===== src/rtl/cache_types_pkg.sv =====
// cache_types_pkg: shared state encoding, mux selects and counter width for the L1 cache controller.
package cache_types_pkg;
    typedef enum logic [2:0] {
        IDLE        = 3'd0,
        COMPARE     = 3'd1,
        WRITEBACK   = 3'd2,
        ALLOCATE    = 3'd3,
        REFILL_DONE = 3'd4
    } cache_state_t;

    localparam logic DIN_CPU   = 1'b0;
    localparam logic DIN_PMEM  = 1'b1;
    localparam logic PADDR_CPU = 1'b0;
    localparam logic PADDR_WB  = 1'b1;

    localparam int CNT_W_DEF = 32;
endpackage


===== src/rtl/perf_counter.sv =====
// perf_counter: saturating up-counter with async active-low reset.
module perf_counter #(
    parameter int W = 32
) (
    input  logic         clk,
    input  logic         rst,
    input  logic         inc,
    output logic [W-1:0] count
);
    always_ff @(posedge clk or negedge rst)
        if (!rst)
            count <= '0;
        else if (inc && !(&count))
            count <= count + 1'b1;
endmodule


===== src/rtl/cache_ctrl.sv =====
// cache_ctrl: main FSM of the 4-way L1 cache; issues array/PLRU strobes and pmem requests.
module cache_ctrl
    import cache_types_pkg::*;
#(
    parameter int CNT_W = CNT_W_DEF
) (
    input  logic             clk,
    input  logic             rst,
    input  logic             mem_read,
    input  logic             mem_write,
    output logic             mem_resp,
    input  logic             hit,
    input  logic             dirty_sel,
    input  logic             valid_sel,
    output logic             pmem_read,
    output logic             pmem_write,
    input  logic             pmem_resp,
    output logic             load_plru,
    output logic             load_tag,
    output logic             load_valid,
    output logic             load_data,
    output logic             data_in_sel,
    output logic             set_dirty,
    output logic             clr_dirty,
    output logic             pmem_addr_sel,
    output logic [CNT_W-1:0] hit_count,
    output logic [CNT_W-1:0] miss_count
);
    cache_state_t state;
    logic         replay;
    logic         req, cmp, wb, alloc, fill, hit_inc, miss_inc;

    assign req   = mem_read | mem_write;
    assign cmp   = state == COMPARE;
    assign wb    = state == WRITEBACK;
    assign alloc = state == ALLOCATE;
    assign fill  = alloc & pmem_resp;

    assign mem_resp      = cmp & req & hit;
    assign load_plru     = mem_resp;
    assign set_dirty     = mem_resp & mem_write;
    assign load_data     = set_dirty | fill;
    assign data_in_sel   = fill ? DIN_PMEM : DIN_CPU;
    assign load_tag      = fill;
    assign load_valid    = fill;
    assign clr_dirty     = (wb | alloc) & pmem_resp;
    assign pmem_write    = wb;
    assign pmem_read     = alloc;
    assign pmem_addr_sel = wb ? PADDR_WB : PADDR_CPU;

    // The post-refill replay is the same request, so it must not be counted again.
    assign hit_inc  = mem_resp & ~replay;
    assign miss_inc = cmp & req & ~hit & ~replay;

    always_ff @(posedge clk or negedge rst)
        if (!rst) begin
            state  <= IDLE;
            replay <= 1'b0;
        end else begin
            case (state)
                IDLE:        if (req) state <= COMPARE;
                COMPARE:
                    if (!req || hit) begin
                        state  <= IDLE;
                        replay <= 1'b0;
                    end else
                        state <= (valid_sel && dirty_sel) ? WRITEBACK : ALLOCATE;
                WRITEBACK:   if (pmem_resp) state <= ALLOCATE;
                ALLOCATE:    if (pmem_resp) state <= REFILL_DONE;
                REFILL_DONE: begin
                    state  <= COMPARE;
                    replay <= 1'b1;
                end
                default:     state <= IDLE;
            endcase
        end

    perf_counter #(.W(CNT_W)) u_hit_cnt  (.clk(clk), .rst(rst), .inc(hit_inc),  .count(hit_count));
    perf_counter #(.W(CNT_W)) u_miss_cnt (.clk(clk), .rst(rst), .inc(miss_inc), .count(miss_count));
endmodule


===== config.mk =====
export PLATFORM = sky130hd
export DESIGN_NAME = cache_ctrl
export DESIGN_NICKNAME = d
export VERILOG_FILES = /design/src/rtl/cache_types_pkg.sv /design/src/rtl/perf_counter.sv /design/src/rtl/cache_ctrl.sv
export SDC_FILE = /design/constraint.sdc
export NUM_CORES = 1
export LEC_CHECK = 0
export CAP_MARGIN = 20
export CORE_MARGIN = 2
export CORE_UTILIZATION = 30
export DETAILED_ROUTE_END_ITERATION = 10
export PLACE_DENSITY = 0.56
export SKIP_LAST_GASP = 1
export SLEW_MARGIN = 10
export SYNTH_ARGS = -nofsm -noshare
export SYNTH_HDL_FRONTEND = slang
export SYNTH_SLANG_ARGS = --single-unit

===== constraint.sdc =====
create_clock -name clk -period 2.2 [get_ports clk]
set_clock_uncertainty 0.1 [all_clocks]
set_input_delay 0.22 -clock clk [delete_from_list [all_inputs] [get_ports clk]]
set_output_delay 0.22 -clock clk [all_outputs]
set_load 0.01 [all_outputs]

Word-level counts from Yosys, hierarchy flattened

Cells that the tools add are included.
W data, S select, Z words.

Flip-flop bits (word level): 68
Memory bits (read-only): 0
Input bits: 8
Output and inout port bits: 75
Word-level logic and storage cells: 50
Latch bits: 0
Memories: 0
RAM bits: 0

Equal/unequal tests: 8
Add/subtract/negate cells: 2
Reductions and logical operators: 13
Order comparisons: 0
Bitwise gates (word level): 13
Shifts and indexed selects: 0
Multiply operators: 0
Div/mod/pow operators: 0
Muxes and demuxes: 10

Operators with widths:

| operator                | count |
|---|---|
| $add A32 B1 Y32 const B | 2 |
| $reduce_and A32 Y1      | 2 |
| $pmux W3 S5             | 1 |
| $mux W3                 | 3 |
| $and A1 B1 Y1           | 8 |
| $eq A3 B2 Y1 const B    | 2 |
| $ne A2 B2 Y1 const B    | 3 |
| $mux W1                 | 4 |
| $eq A3 B1 Y1 const B    | 1 |
| $eq A3 B3 Y1 const B    | 1 |
| $logic_and A1 B1 Y1     | 3 |
| $logic_not A1 Y1        | 3 |
| $logic_not A3 Y1        | 1 |
| $or A1 B1 Y1            | 3 |
| $reduce_and A3 Y1       | 1 |
| $mux W2                 | 1 |
| $ne A2 B1 Y1 const B    | 1 |
| $not A1 Y1              | 2 |
| $pmux W1 S2             | 1 |
| $reduce_and A2 Y1       | 1 |
| $reduce_bool A2 Y1      | 1 |
| $logic_or A1 B1 Y1      | 1 |

Depth between registers and ports, before layout

Depth in word-level cells: 5
Gate-level depth with buffers: 8
Depth with buffers taken out: 6

Hierarchy

Synthesis repeated with hierarchy kept, for this count alone.

Cell total of the unflattened synthesis: 321
Area, all modules: 3429.5 µm²

By module, submodules not included:

| module                     | cells an instance | times used | area an instance (µm²) |
|---|---|---|---|
| perf_counter at u_miss_cnt | 146               | 1          | 1580.3 |
| perf_counter at u_hit_cnt  | 134               | 1          | 1527.7 |
| cache_ctrl                 | 41                | 1          | 321.6 |

Worst setup path before layout

No wires, ideal clock.

Path kind: register -> register
From: register state[2]
To: register u_miss_cnt.count[28]
Arrival: 1.859 ns
Path slack: 0.114 ns
Required time: 1.973 ns
Cell stages (with the launch flop): 8
Path buffers: 2
Period minus slack after synthesis: 2.086 ns
Cells stage by stage: dfrtp_1 > clkbuf_2 > nor2_2 > or4b_4 > buf_6 > nor4b_4 > nand4_1 > xnor2_1

Longest elaborated chain between the ends: 5

Ends and longest elaborated chain:

| element                    | RTL line           | text |
|---|---|---|
| from (decl)                | cache_ctrl.sv:29   | `cache_state_t state;` |
| from (signal assigned)     | cache_ctrl.sv:67   | `state <= (valid_sel && dirty_sel) ? WRITEBACK : ALLOCATE;` |
| $eq A3 B1 Y1               | cache_ctrl.sv:34   | `assign cmp = state == COMPARE;` |
| $and A1 B1 Y1 (3 in a row) | cache_ctrl.sv:53   | `assign miss_inc = cmp & req & ~hit & ~replay;` |
| $logic_and A1 B1 Y1        | perf_counter.sv:13 | `else if (inc && !(&count))` |
| to (signal assigned)       | perf_counter.sv:14 | `count <= count + 1'b1;` |
| to (decl)                  | perf_counter.sv:8  | `output logic [W-1:0] count` |

Every way passes these cells.
A chain may end at the register's enable or synchronous reset.

Final worst setup path

From: register state[1]
To: register u_hit_cnt.count[1]

Longest elaborated chain between the ends: 5

Ends and longest elaborated chain:

| element                    | RTL line           | text |
|---|---|---|
| $eq A3 B1 Y1               | cache_ctrl.sv:34   |  |
| $and A1 B1 Y1 (2 in a row) | cache_ctrl.sv:39   | `assign mem_resp = cmp & req & hit;` |
| $and A1 B1 Y1              | cache_ctrl.sv:52   | `assign hit_inc = mem_resp & ~replay;` |
| $logic_and A1 B1 Y1        | perf_counter.sv:13 |  |
| to (signal assigned)       | perf_counter.sv:14 |  |
| to (decl)                  | perf_counter.sv:8  |  |

Every way passes these cells.

==> results.md <==
Setup path:
- The critical path data required time is 2.30 ns.
- Data arrives at the worst endpoint at 2.20 ns.
- Of all nets on the critical path, the largest fanout is 11.
- Walking the worst path, the cells encountered are or3b_4 > or3_1 > a31oi_2 > buf_4 > mux2_2.
- STA classifies the critical path endpoint as a flop.
- For this run, the slowest stage of the critical path takes 0.42 ns.
- STA classifies the critical path startpoint as a flop.
- The number of buffers and inverters on the critical path is 1.
- The worst-path cell with the longest stage delay is or3b_4.
- The critical path crosses 5 cells after its start point.
- In this design, the largest share of critical-path delay is due to simple AND/OR/NAND/NOR gates.
- The worst reg-to-reg path cell count is 5.
- The worst setup path is of the flop to flop kind.

Min path:
- In this run the worst hold path is classified as primary input to asynchronous set/reset pin.

Synth:
- The post-synthesis area per instance is 10.6 µm².
- The commonest register cell after synthesis is dfrtp_1.
- Of the synthesized area, sequential elements account for 49.5%.
- Counting instances in the post-synthesis netlist gives the leading cell types as dfrtp_1, xnor2_1, nand3_1, nand2_1, nand4_1.
- When the netlist entered floorplanning its net count stood at 334.
- The number of different library cells used by synthesis comes to 45.
- The area of the mapped netlist is 3440 µm².
- Yosys mapped a number of flops with a built-in enable equal to 0.
- The flop and latch count out of synthesis is 68.
- The Yosys warning count is 0.
- The most used standard cell by instance count after synthesis is dfrtp_1.
- The proportion of register bits with asynchronous set or reset after synthesis is 100%.
- Synthesis handed over a netlist of 324 instances.
- The top cell type by area accounts for 49.5% of the synthesized area.
- Sorting the synthesized cells by area gives the leading types as dfrtp_1, xnor2_1, nand3_1.
- The largest total area in the synthesized netlist belongs to dfrtp_1.

Placed design:
- The placed instance count is 576.
- Once placement finished, the instance area stood at 4650 µm².
- Summed over all nets, the half-perimeter wirelength after detailed placement is 6130 µm.
- The global placement routability congestion is 0.769.
- Port buffering added 82 buffers.

Clock network:
- The number of clock buffers added by TritonCTS is 9.
- After clock tree synthesis, the clock-pin slew on the worst setup and hold paths is 0.06 ns.
- The longest clock path from root to sink contains 2 buffers.
- The clock network latency to the later pin of the worst-skew pair is 0.32 ns.
- CTS built an H-tree with a depth of 3.
- The root buffer selected by CTS is clkbuf_16.
- The TritonCTS clock tree is built.
- Counting every sink on the clock net gives 68.
- The number of setup buffers added after CTS is 0.

Floorplanning:
- The overall die area is 12,300 µm².
- The initial core utilization is 30.4%.
- The placement row count is 39.
- During I/O placement, the number of pins put on the boundary was 83.
- The die is 111 µm wide.
- The die span in y is 111 µm.
- The total area inside the core boundary comes to 11,300 µm².

Power and ir drop:
- After layout, the design draws a total of 3780 µW.
- The leakage component of the power is 0.00213 µW.
- VDD sags by at most 0.000450 V.
- The ratio of total power to cell area is 759 nW/µm².

Timing:
- The clock period minus final worst setup slack is 2.10 ns.
- The final count of pins violating max slew is 0.
- In this run the tightest slew margin relative to its limit is 68.2%.
- For the pin with the worst max-slew slack, the measured transition is 0.476 ns.
- Setup violations remaining at the end of the flow were counted as 0.
- The final count of hold timing violations is 0.
- The maximum clock rate is 476 MHz.
- Setup repair after global routing could not meet its margin everywhere.
- The fraction of the cycle the final worst path needs is 95.4%.

Flow run:
- The number of maximum-capacitance violations is 0.

Global routing:
- The overall track demand over capacity in global routing is 13.4%.
- The initial antenna violation count came to 0.
- The via count of the first global-routing pass came to 2,678.
- The first-pass GRT wire length is 13,500 µm.
- The maximum number of pins on one net before global-route repair is 69.
- Summed over all layers, the global routing overflow is 0.

Cells and area:
- The final standard cell area without fillers is 4980 µm².
- The synthesis-to-finish area growth is 44.8%.
- The layout filler cell count is 1,085.
- The repair_antennas step left the layout with diodes totalling 0.
- The finished layout holds 593 standard cells, fillers aside.
- The fraction of final layout cells with drive strength greater than 1 is 16.0%.
- The number of nets in the finished design is 455.
- The share of the core filled with cells in the final layout is 44.0%.

Route:
- Dividing the detail-routed wire length by the instance count gives 14.0 µm.
- The initial detailed-routing violation count is 123.
- The wire length reported by the detailed router is 8310 µm.
- The detailed router placed 2,838 vias in this run.
- After detailed routing, the number of remaining DRC violations is 0.
- The pre-antenna-repair detailed-routing pass consisted of 4 iterations.
- The detail route stage leaves a number of antenna-violating nets equal to 0.
- In the routed layout, each cell is associated on average with a via count of 4.79.

Run status:
- The flow ran to the end, and the final reports show no timing, DRC or antenna violations.
layer usage:
metal / wire length (µm) / GRT usage [%] / vias up
li1: - / - / 1411
met3: 280 / 2.19 / 7
met2: 3980 / 21.5 / 58
met4: 93 / 4.53 / 0
met5: 0 / 0 / -
met1: 3960 / 18.6 / 1362
layout by cell type (no fill, tap or decap), types with 2 or more instances in the layout:
| cell | count |
|---|---|
| a21oi_1 | 5 |
| a31oi_2 | 2 |
| and2_1 | 4 |
| and3_1 | 14 |
| and4_1 | 7 |
| buf_4 | 37 |
| clkbuf_16 | 9 |
| clkdlybuf4s50_1 | 73 |
| clkinv_2 | 2 |
| clkinv_4 | 2 |
| dfrtp_1 | 68 |
| dlygate4sd2_1 | 5 |
| dlymetal6s2s_1 | 3 |
| ha_1 | 2 |
| inv_1 | 2 |
| nand2_1 | 24 |
| nand3_1 | 36 |
| nand4_1 | 23 |
| nor2_1 | 14 |
| nor2_2 | 2 |
| nor2b_1 | 2 |
| nor3_1 | 11 |
| nor4_1 | 5 |
| nor4_2 | 2 |
| nor4b_1 | 3 |
| or3_1 | 2 |
| xnor2_1 | 46 |
| xor2_1 | 15 |
per-stage QoR:
stage	TNS, ns	hold slack, ns	worst slack (ns)
after floorplan	0	-0.176	0.114
after global placement	-9.05	0.173	-0.270
after detailed placement	-9.43	0.176	-0.317
after CTS	0	0.340	0.000883
after global routing	-0.0606	0.399	-0.0259
final	0	0.347	0.101
area by class of cell:
| class | count | area [µm²] | area share (%) |
|---|---|---|---|
| Clock buffer | 10 | 229 | 4.59 |
| Clock inverter | 6 | 65.1 | 1.31 |
| Inverter | 3 | 11.3 | 0.226 |
| Multi-Input combinational cell | 242 | 1670 | 33.6 |
| Sequential cell | 68 | 1700 | 34.1 |
| Tap cell | 143 | 179 | 3.59 |
| Timing Repair Buffer | 121 | 1120 | 22.6 |
cells by family after synthesis:
kind of cell / count (synthesis) / share of synthesized area (%)
buffers and inverters: 14 / 2.76
adders and majority gates: 2 / 0.727
and+or+nand+nor: 161 / 26.9
muxes: 2 / 0.654
DFF: 68 / 49.5
xor gates and xnor gates: 61 / 15.5
AOI/OAI and AO/OA: 16 / 3.96
worst min-delay path, delay by kind of cell:
family | cells | cell delay (ns)
buffers and inverters | 3 | 0.95
power breakdown:
group          leakage [µW]  internal, µW  switching, µW  total [µW]
sequential         0.000934          1350           99.3        1450
clock              0.000142           877            522        1400
combinational       0.00106           497            439         937
final timing paths:
kind	startpoint	endpoint	slack (ns)
min reg2reg	u_hit_cnt.count[18]	u_hit_cnt.count[18]	0.40
min	rst	u_hit_cnt.count[3]	0.35
min in group clk	hit	state[1]	0.37
max	state[1]	u_hit_cnt.count[1]	0.10
max reg2reg	state[1]	u_hit_cnt.count[1]	0.10
max in group asynchronous	rst	u_miss_cnt.count[0]	1.35
flip-flops by register name, indices dropped and copies added, names as in the netlist:
| register | count |
|---|---|
| replay | 1 |
| state | 3 |
| u_hit_cnt.count | 32 |
| u_miss_cnt.count | 32 |
repair_timing:
action,4_1_cts,5_1_grt
hold buffers,1,0
endpoints found under the setup margin,8,10
endpoints found under the hold margin,68,0
pin swaps,1,0
gates resized for setup,7,9
Note: power is estimated with default switching activity, not from simulation.
